**src/rtl/mem_port_arbiter.sv**
```systemverilog
// mem_port_arbiter: shares the single processor-memory port between committing
// stores (ST), load execution (LD) and instruction fetch (IF).
// Fixed priority ST > LD > IF. LD and IF are gated by the count of loads in flight.
// A per-tag owner table routes returned data back to LD or IF.
// Optional feature: define MEM_ARB_STARVE_EN to boost IF after STARVE_LIMIT
// consecutive lost decisions.
module mem_port_arbiter #(
  parameter int ADDR_W          = 32,
  parameter int DATA_W          = 64,
  parameter int TAG_W           = 4,
  parameter int MAX_OUTSTANDING = 8,
  parameter int STARVE_LIMIT    = 4
) (
  input  logic              clock,
  input  logic              reset,
  input  logic              st_req,
  input  logic [ADDR_W-1:0] st_addr,
  input  logic [DATA_W-1:0] st_data,
  output logic              st_grant,
  output logic              st_done,
  input  logic              ld_req,
  input  logic [ADDR_W-1:0] ld_addr,
  output logic              ld_grant,
  input  logic              if_req,
  input  logic [ADDR_W-1:0] if_addr,
  output logic              if_grant,
  output logic [DATA_W-1:0] resp_data,
  output logic              ld_resp_valid,
  output logic              if_resp_valid,
  output logic [1:0]        proc2mem_command,
  output logic [ADDR_W-1:0] proc2mem_addr,
  output logic [DATA_W-1:0] proc2mem_data,
  input  logic [TAG_W-1:0]  mem2proc_response,
  input  logic [TAG_W-1:0]  mem2proc_tag,
  input  logic [DATA_W-1:0] mem2proc_data,
  output logic              commit_wr_mem,
  output logic              ex_rd_mem
);

  localparam int CNT_W = $clog2(MAX_OUTSTANDING + 1);
  localparam int NTAG  = 2 ** TAG_W;
  localparam logic [CNT_W-1:0] MAX_CNT = CNT_W'(MAX_OUTSTANDING);
  localparam logic [CNT_W-1:0] CNT_ONE = {{(CNT_W-1){1'b0}}, 1'b1};
  localparam logic [1:0] CMD_NONE  = 2'd0;
  localparam logic [1:0] CMD_LOAD  = 2'd1;
  localparam logic [1:0] CMD_STORE = 2'd2;

  typedef enum logic {IDLE = 1'b0, ISSUE = 1'b1} state_t;

  state_t           state;
  state_t           state_next;
  logic [CNT_W-1:0] outstanding;
  logic [NTAG-1:0]  tbl_valid;
  logic [NTAG-1:0]  tbl_owner;    // 1 = IF, 0 = LD
  logic             cur_owner;    // owner of the load currently being issued
  logic             win_st;
  logic             win_ld;
  logic             win_if;
  logic             rd_ok;
  logic             accepted;
  logic             load_accept;
  logic             ret_hit;
  logic             if_boost;

  assign rd_ok       = (outstanding < MAX_CNT);
  assign accepted    = (mem2proc_response != {TAG_W{1'b0}});
  assign load_accept = (state == ISSUE) && accepted && (proc2mem_command == CMD_LOAD);
  assign ret_hit     = (mem2proc_tag != {TAG_W{1'b0}}) && tbl_valid[mem2proc_tag];

`ifdef MEM_ARB_STARVE_EN
  localparam int SC_W = $clog2(STARVE_LIMIT + 1);
  localparam logic [SC_W-1:0] SC_LIMIT = SC_W'(STARVE_LIMIT);
  localparam logic [SC_W-1:0] SC_ONE   = {{(SC_W-1){1'b0}}, 1'b1};
  logic [SC_W-1:0] starve_cnt;

  assign if_boost = (starve_cnt >= SC_LIMIT);

  // Count IDLE decisions in which a waiting fetch lost; clear when fetch wins.
  always_ff @(posedge clock or negedge reset) begin
    if (!reset) begin
      starve_cnt <= {SC_W{1'b0}};
    end else if (win_if) begin
      starve_cnt <= {SC_W{1'b0}};
    end else if (if_req && (win_st || win_ld) && (starve_cnt < SC_LIMIT)) begin
      starve_cnt <= starve_cnt + SC_ONE;
    end else begin
      starve_cnt <= starve_cnt;
    end
  end
`else
  assign if_boost = 1'b0;
`endif

  // Arbitration and next-state decision.
  always_comb begin
    win_st     = 1'b0;
    win_ld     = 1'b0;
    win_if     = 1'b0;
    state_next = state;
    case (state)
      IDLE: begin
        if (if_boost && if_req && rd_ok) begin
          win_if = 1'b1;
        end else if (st_req) begin
          win_st = 1'b1;
        end else if (ld_req && rd_ok) begin
          win_ld = 1'b1;
        end else if (if_req && rd_ok) begin
          win_if = 1'b1;
        end else begin
          win_st = 1'b0;
        end
        if (win_st || win_ld || win_if) begin
          state_next = ISSUE;
        end else begin
          state_next = IDLE;
        end
      end
      ISSUE: begin
        if (accepted) begin
          state_next = IDLE;
        end else begin
          state_next = ISSUE;
        end
      end
      default: state_next = IDLE;
    endcase
  end

  // FSM state register.
  always_ff @(posedge clock or negedge reset) begin
    if (!reset) begin
      state <= IDLE;
    end else begin
      state <= state_next;
    end
  end

  // Latch the winning command and drive grants, done pulse and hazard flags.
  always_ff @(posedge clock or negedge reset) begin
    if (!reset) begin
      st_grant         <= 1'b0;
      ld_grant         <= 1'b0;
      if_grant         <= 1'b0;
      st_done          <= 1'b0;
      proc2mem_command <= CMD_NONE;
      proc2mem_addr    <= {ADDR_W{1'b0}};
      proc2mem_data    <= {DATA_W{1'b0}};
      cur_owner        <= 1'b0;
      commit_wr_mem    <= 1'b0;
      ex_rd_mem        <= 1'b0;
    end else begin
      st_grant <= win_st;
      ld_grant <= win_ld;
      if_grant <= win_if;
      st_done  <= (state == ISSUE) && accepted && (proc2mem_command == CMD_STORE);
      if (win_st) begin
        proc2mem_command <= CMD_STORE;
        proc2mem_addr    <= st_addr;
        proc2mem_data    <= st_data;
        commit_wr_mem    <= 1'b1;
      end else if (win_ld) begin
        proc2mem_command <= CMD_LOAD;
        proc2mem_addr    <= ld_addr;
        proc2mem_data    <= {DATA_W{1'b0}};
        cur_owner        <= 1'b0;
        ex_rd_mem        <= 1'b1;
      end else if (win_if) begin
        proc2mem_command <= CMD_LOAD;
        proc2mem_addr    <= if_addr;
        proc2mem_data    <= {DATA_W{1'b0}};
        cur_owner        <= 1'b1;
      end else if ((state == ISSUE) && accepted) begin
        proc2mem_command <= CMD_NONE;
        commit_wr_mem    <= 1'b0;
        ex_rd_mem        <= 1'b0;
      end else begin
        proc2mem_command <= proc2mem_command;
      end
    end
  end

  // Owner table, in-flight counter and return-data routing; a new entry beats a same-tag retire.
  always_ff @(posedge clock or negedge reset) begin
    if (!reset) begin
      tbl_valid     <= {NTAG{1'b0}};
      tbl_owner     <= {NTAG{1'b0}};
      outstanding   <= {CNT_W{1'b0}};
      resp_data     <= {DATA_W{1'b0}};
      ld_resp_valid <= 1'b0;
      if_resp_valid <= 1'b0;
    end else begin
      ld_resp_valid <= 1'b0;
      if_resp_valid <= 1'b0;
      if (ret_hit) begin
        resp_data               <= mem2proc_data;
        ld_resp_valid           <= ~tbl_owner[mem2proc_tag];
        if_resp_valid           <= tbl_owner[mem2proc_tag];
        tbl_valid[mem2proc_tag] <= 1'b0;
      end else begin
        resp_data <= resp_data;
      end
      if (load_accept) begin
        tbl_valid[mem2proc_response] <= 1'b1;
        tbl_owner[mem2proc_response] <= cur_owner;
      end else begin
        tbl_owner <= tbl_owner;
      end
      case ({load_accept, ret_hit})
        2'b10:   outstanding <= outstanding + CNT_ONE;
        2'b01:   outstanding <= outstanding - CNT_ONE;
        default: outstanding <= outstanding;
      endcase
    end
  end

endmodule

```
**config.mk**
```make
export PLATFORM = sky130hd
export DESIGN_NAME = mem_port_arbiter
export DESIGN_NICKNAME = d
export VERILOG_FILES = /design/src/rtl/mem_port_arbiter.sv
export SDC_FILE = /design/constraint.sdc
export NUM_CORES = 1
export LEC_CHECK = 0
export CAP_MARGIN = 0
export CORE_MARGIN = 2
export CORE_UTILIZATION = 25
export CTS_BUF_LIST = sky130_fd_sc_hd__clkbuf_2
export DETAILED_ROUTE_END_ITERATION = 16
export DONT_BUFFER_PORTS = 1
export PLACE_DENSITY = 0.51
export REMOVE_ABC_BUFFERS = 1
export SYNTH_ARGS = -nofsm -noshare
export SYNTH_HDL_FRONTEND = slang
export SYNTH_SLANG_ARGS = --single-unit
export TNS_END_PERCENT = 1
```
**constraint.sdc**
```tcl
create_clock -name clock -period 2.4 [get_ports clock]
set_input_delay 0.48 -clock clock [delete_from_list [all_inputs] [get_ports clock]]
set_output_delay 0.48 -clock clock [all_outputs]
set_load 0.03 [all_outputs]
```
==> results of run 1 <==
==> cell families after synthesis <==
| logic type | count (synthesis) | synth area share |
|---|---|---|
| multiplexers | 111 | 0.164 |
| AND/OR/NAND/NOR | 91 | 0.0502 |
| XOR/XNOR | 5 | 0.00510 |
| flip-flops | 207 | 0.603 |
| AO/OA/AOI/OAI | 163 | 0.145 |
| adder cells (fa/ha/maj) | 3 | 0.00437 |
| buffers and inverters | 50 | 0.0288 |
==> cells in the mapped netlist <==
cell type	instances
o21ai_0	39
inv_1	2
a311o_1	1
xor2_1	4
nor3_1	1
ha_1	3
nand3_1	3
a222oi_1	16
a21boi_0	1
o21bai_1	1
nor4_1	1
inv_2	1
nor2_1	31
mux2i_1	23
o31ai_1	3
a21o_1	19
and3_1	1
xnor2_1	1
buf_12	1
buf_6	5
mux2_2	53
a22o_1	64
a21oi_1	2
clkbuf_1	36
and3b_1	2
dfrtp_1	207
mux4_2	7
or3_1	2
nand2_1	28
nand2b_1	11
nor2b_1	2
nor4b_1	1
or2_2	2
nand3b_1	4
buf_2	5
nor3b_1	2
o41ai_1	1
mux2_4	28
a211oi_1	16
==> per-stage QoR <==
stage / cell area [um^2] / hold WS, ns / TNS (ns) / instances / setup WS (ns)
after detailed placement: 9110 / 0.189 / -0.367 / 1049 / -0.113
after global placement: 9110 / 0.188 / -0.221 / 1049 / -0.0952
after floorplan: 8350 / 0.184 / -138.76 / 583 / -2.99
==> impl_metrics.tcl, run 1 <==
set metrics [dict create \
    portBuffers 0 \
    ys_seq_area_frac 0.603 \
    holdBufCountCts 230 \
    synth_top_area_frac 0.603 \
    ctsRootBufferMaster "clkbuf_2" \
    die_y_um 189 \
    top_level_ports 407 \
    synth_cell_types 39 \
    rows 67 \
    htreeDepth 2 \
    yosys_warnings 0 \
    ys_ff_latch 207 \
    syn_inst 630 \
    die_w_um 189 \
    postCtsResizedCells 0 \
    hpwlAfterDp_um 16200 \
    syn_area_per_cell_um2 13.6 \
    postCtsSetupBuffers 0 \
    syn_area_um2 8590 \
    status "stopped before the end" \
    cts_num_sinks 207 \
    start_util 0.255 \
    clockBufferDepth 3 \
    tool.error "[ERROR RSZ-0060] Max buffer count reached." \
    synth_top_cell_by_area "dfrtp_1" \
    synthTopCellsByArea "dfrtp_1, mux2_2, a22o_1, mux2_4, mux2i_1" \
    cts_buffers 56 \
    stop_stage "clock tree synthesis (4_1_cts)" \
    place_congestion 0.791 \
]
==> run 2: changes to the inputs <==
Settings changed: CORE_UTILIZATION 25 to 20, CTS_BUF_LIST sky130_fd_sc_hd__clkbuf_2 to not set, PLACE_DENSITY 0.51 to not set, PLACE_DENSITY_LB_ADDON set to 0.15.
Clock period 2.4 ns to 3.1 ns, I/O delays scaled along.
==> run 2 against run 1 <==
  * The flow now finishes, with violations (hold timing)
  * Synthesized area did not move
  * Synthesized cell count did not move
==> impl_metrics.tcl, run 2 <==
set metrics [dict create \
    synth_common_cells "dfrtp_1, a22o_1, mux2_2" \
    rows 75 \
    grt-ovfl-total 0 \
    postCtsSetupBuffers 0 \
    synthTopCellsByArea "dfrtp_1, mux2_2, a22o_1, mux2_4, mux2i_1" \
    peakVddDrop_uv 518 \
    rsz0062_at_grt "no" \
    wl_met3_um 2010 \
    ys_ff_latch 207 \
    portBuffers 0 \
    yosys_warnings 0 \
    max_slew_margin 0.400 \
    cts_num_sinks 207 \
    syn_area_um2 8590 \
    power_density_nw_per_um2 1290 \
    grt_start_max_net_pins 208 \
    seqCellArea_um2 5180 \
    routed-wl-met2_um 12100 \
    synth_most_common_cell "dfrtp_1" \
    setup_viol 0 \
    utilization 0.239 \
    rr_endpoint "outstanding[2]" \
    clockBufferDepth 3 \
    firstDrtPassIters 7 \
    leakage_uw 0.00457 \
    cp-start-kind "flip-flop" \
    cts_tree "done" \
    die_w_um 211 \
    fin_crit_ns 2.52 \
    cap_violations 0 \
    postCtsResizedCells 0 \
    crit_type "reg -> reg" \
    fin_skew_ns 0.0136 \
    synth_edf_count 0 \
    fill_cells 4408 \
    placedCellCount 1129 \
    grt.total_usage 0.0998 \
    antenna_left 0 \
    stdcell_count 1179 \
    routedWlPerCell_um 20.2 \
    hold_viol_final 207 \
    wl_um 23800 \
    coreArea_um2 42100 \
    cts.clk_slew.worst_paths_ns 0.06 \
    r2r_slack_ns 0.58 \
    cp_max_fo 5 \
    htreeDepth 1 \
    maxSlewViolCount 0 \
    synth_top_area_frac 0.603 \
    r2r.worst_path.cells 11 \
    status "finished, violations left" \
    ys_dominant_reg_cell "dfrtp_1" \
    die_y_um 211 \
    synth_top_cell_by_area "dfrtp_1" \
    critPathArrivalTime_ns 2.93 \
    max_freq_mhz 397 \
    first_iter_violations 310 \
    drive_above_1_share 0.230 \
    crit_required_ns 3.52 \
    violations "hold timing" \
    viasPerCell 4.46 \
    routed.top_layer "met4" \
    reg.largest.list "proc2mem_data (64), resp_data (64), proc2mem_addr (32)" \
    synth_cell_types 39 \
    grt_pass1_vias 5715 \
    multi_input_area_um2 3180 \
    layout_commonest_cell "dfrtp_1" \
    cts_buffers 26 \
    final_cell_mix "dfrtp_1, a22o_1, mux2_2" \
    hp-class "in -> async" \
    ys_seq_area_frac 0.603 \
    top_level_ports 407 \
    timing.hold.ws_ns -0.214 \
    ctsRootBufferMaster "clkbuf_16" \
    areaGrowthSynthToFinish_pct 17.5 \
    syn_inst 630 \
    clk_latency_ns 0.54 \
    async_flop_share 1.00 \
    p_total_uw 13000 \
    met1_length_um 8840 \
    antenna_found_initial 2 \
    place_congestion 0.775 \
    die-area_um2 44600 \
    syn_area_per_cell_um2 13.6 \
    cp-end-kind "flip-flop" \
    fin_crit_sh 0.812 \
    grt_pass1_wl_um 34300 \
    via_count 5264 \
    nNetsFinal 858 \
    start_util 0.204 \
    r2r-start "tbl_valid[11]" \
    worst_pin_slew_ns 0.892 \
    route.detailed.drc 0 \
    hpwlAfterDp_um 17000 \
]
## run 2: cell counts after synthesis
No cell type changed its count.
## run 2: worst max-delay path by stage
stage	slack, ns	endpoint	start	depth (start not counted)
2_1_floorplan	-2.43	proc2mem_addr[16]	st_req	3
3_3_place_gp	0.32	outstanding[2]	mem2proc_tag[0]	11
3_5_place_dp	0.29	outstanding[2]	mem2proc_tag[0]	11
4_1_cts	0.55	outstanding[2]	tbl_valid[8]	11
5_1_grt	0.42	outstanding[2]	tbl_valid[6]	11
6_report	0.58	outstanding[2]	tbl_valid[11]	11
## run 2: cell families after synthesis
kind of cell | Yosys count | synth area share
fa+ha+maj | 3 | 0.00437
mux | 111 | 0.164
buf+inv | 50 | 0.0288
compound gates | 163 | 0.145
simple gates | 91 | 0.0502
xor+xnor | 5 | 0.00510
flops | 207 | 0.603
## run 2: routing by layer
layer,vias to the layer above,global-route usage
li1,2306,-
met1,2637,0.112
met2,274,0.173
met3,47,0.0340
met4,0,0.0425
met5,-,0
## run 2: critical path: stages (launching register included)
cell and delay, ns:
dfrtp_1 0.39, mux4_2 0.45, mux2i_1 0.15, mux2_4 0.20, inv_1 0.06, ha_1 0.24, xor2_1 0.17, ha_1 0.18
a21oi_1 0.16, xor2_1 0.18, nor2_1 0.07, xor2_1 0.15
## run 2: area by class of cell
type	count	area share
multi-input combinational	373	0.315
inverter	3	0.00112
sequential	207	0.513
clock inverter	14	0.0213
antenna	2	0.000496
timing repair buffer	7	0.00769
tap	539	0.0668
clock buffer	34	0.0744
## run 2: per-stage QoR
| step | setup TNS, ns | area [um^2] | worst slack [ns] |
|---|---|---|---|
| 6_report | 0 | 10100 | 0.583 |
| 4_1_cts | 0 | 10100 | 0.547 |
| 2_1_floorplan | -82.83 | 8350 | -2.43 |
| 3_3_place_gp | 0 | 9120 | 0.316 |
| 3_5_place_dp | 0 | 9120 | 0.293 |
| 5_1_grt | 0 | 10100 | 0.422 |
## run 2: power by group
| group | switching (uW) | internal (uW) |
|---|---|---|
| Clock | 1200 | 2120 |
| Sequential | 3300 | 3920 |
| Combinational | 1120 | 1360 |
| Total | 5630 | 7400 |
(Power assumes the default switching activity.)
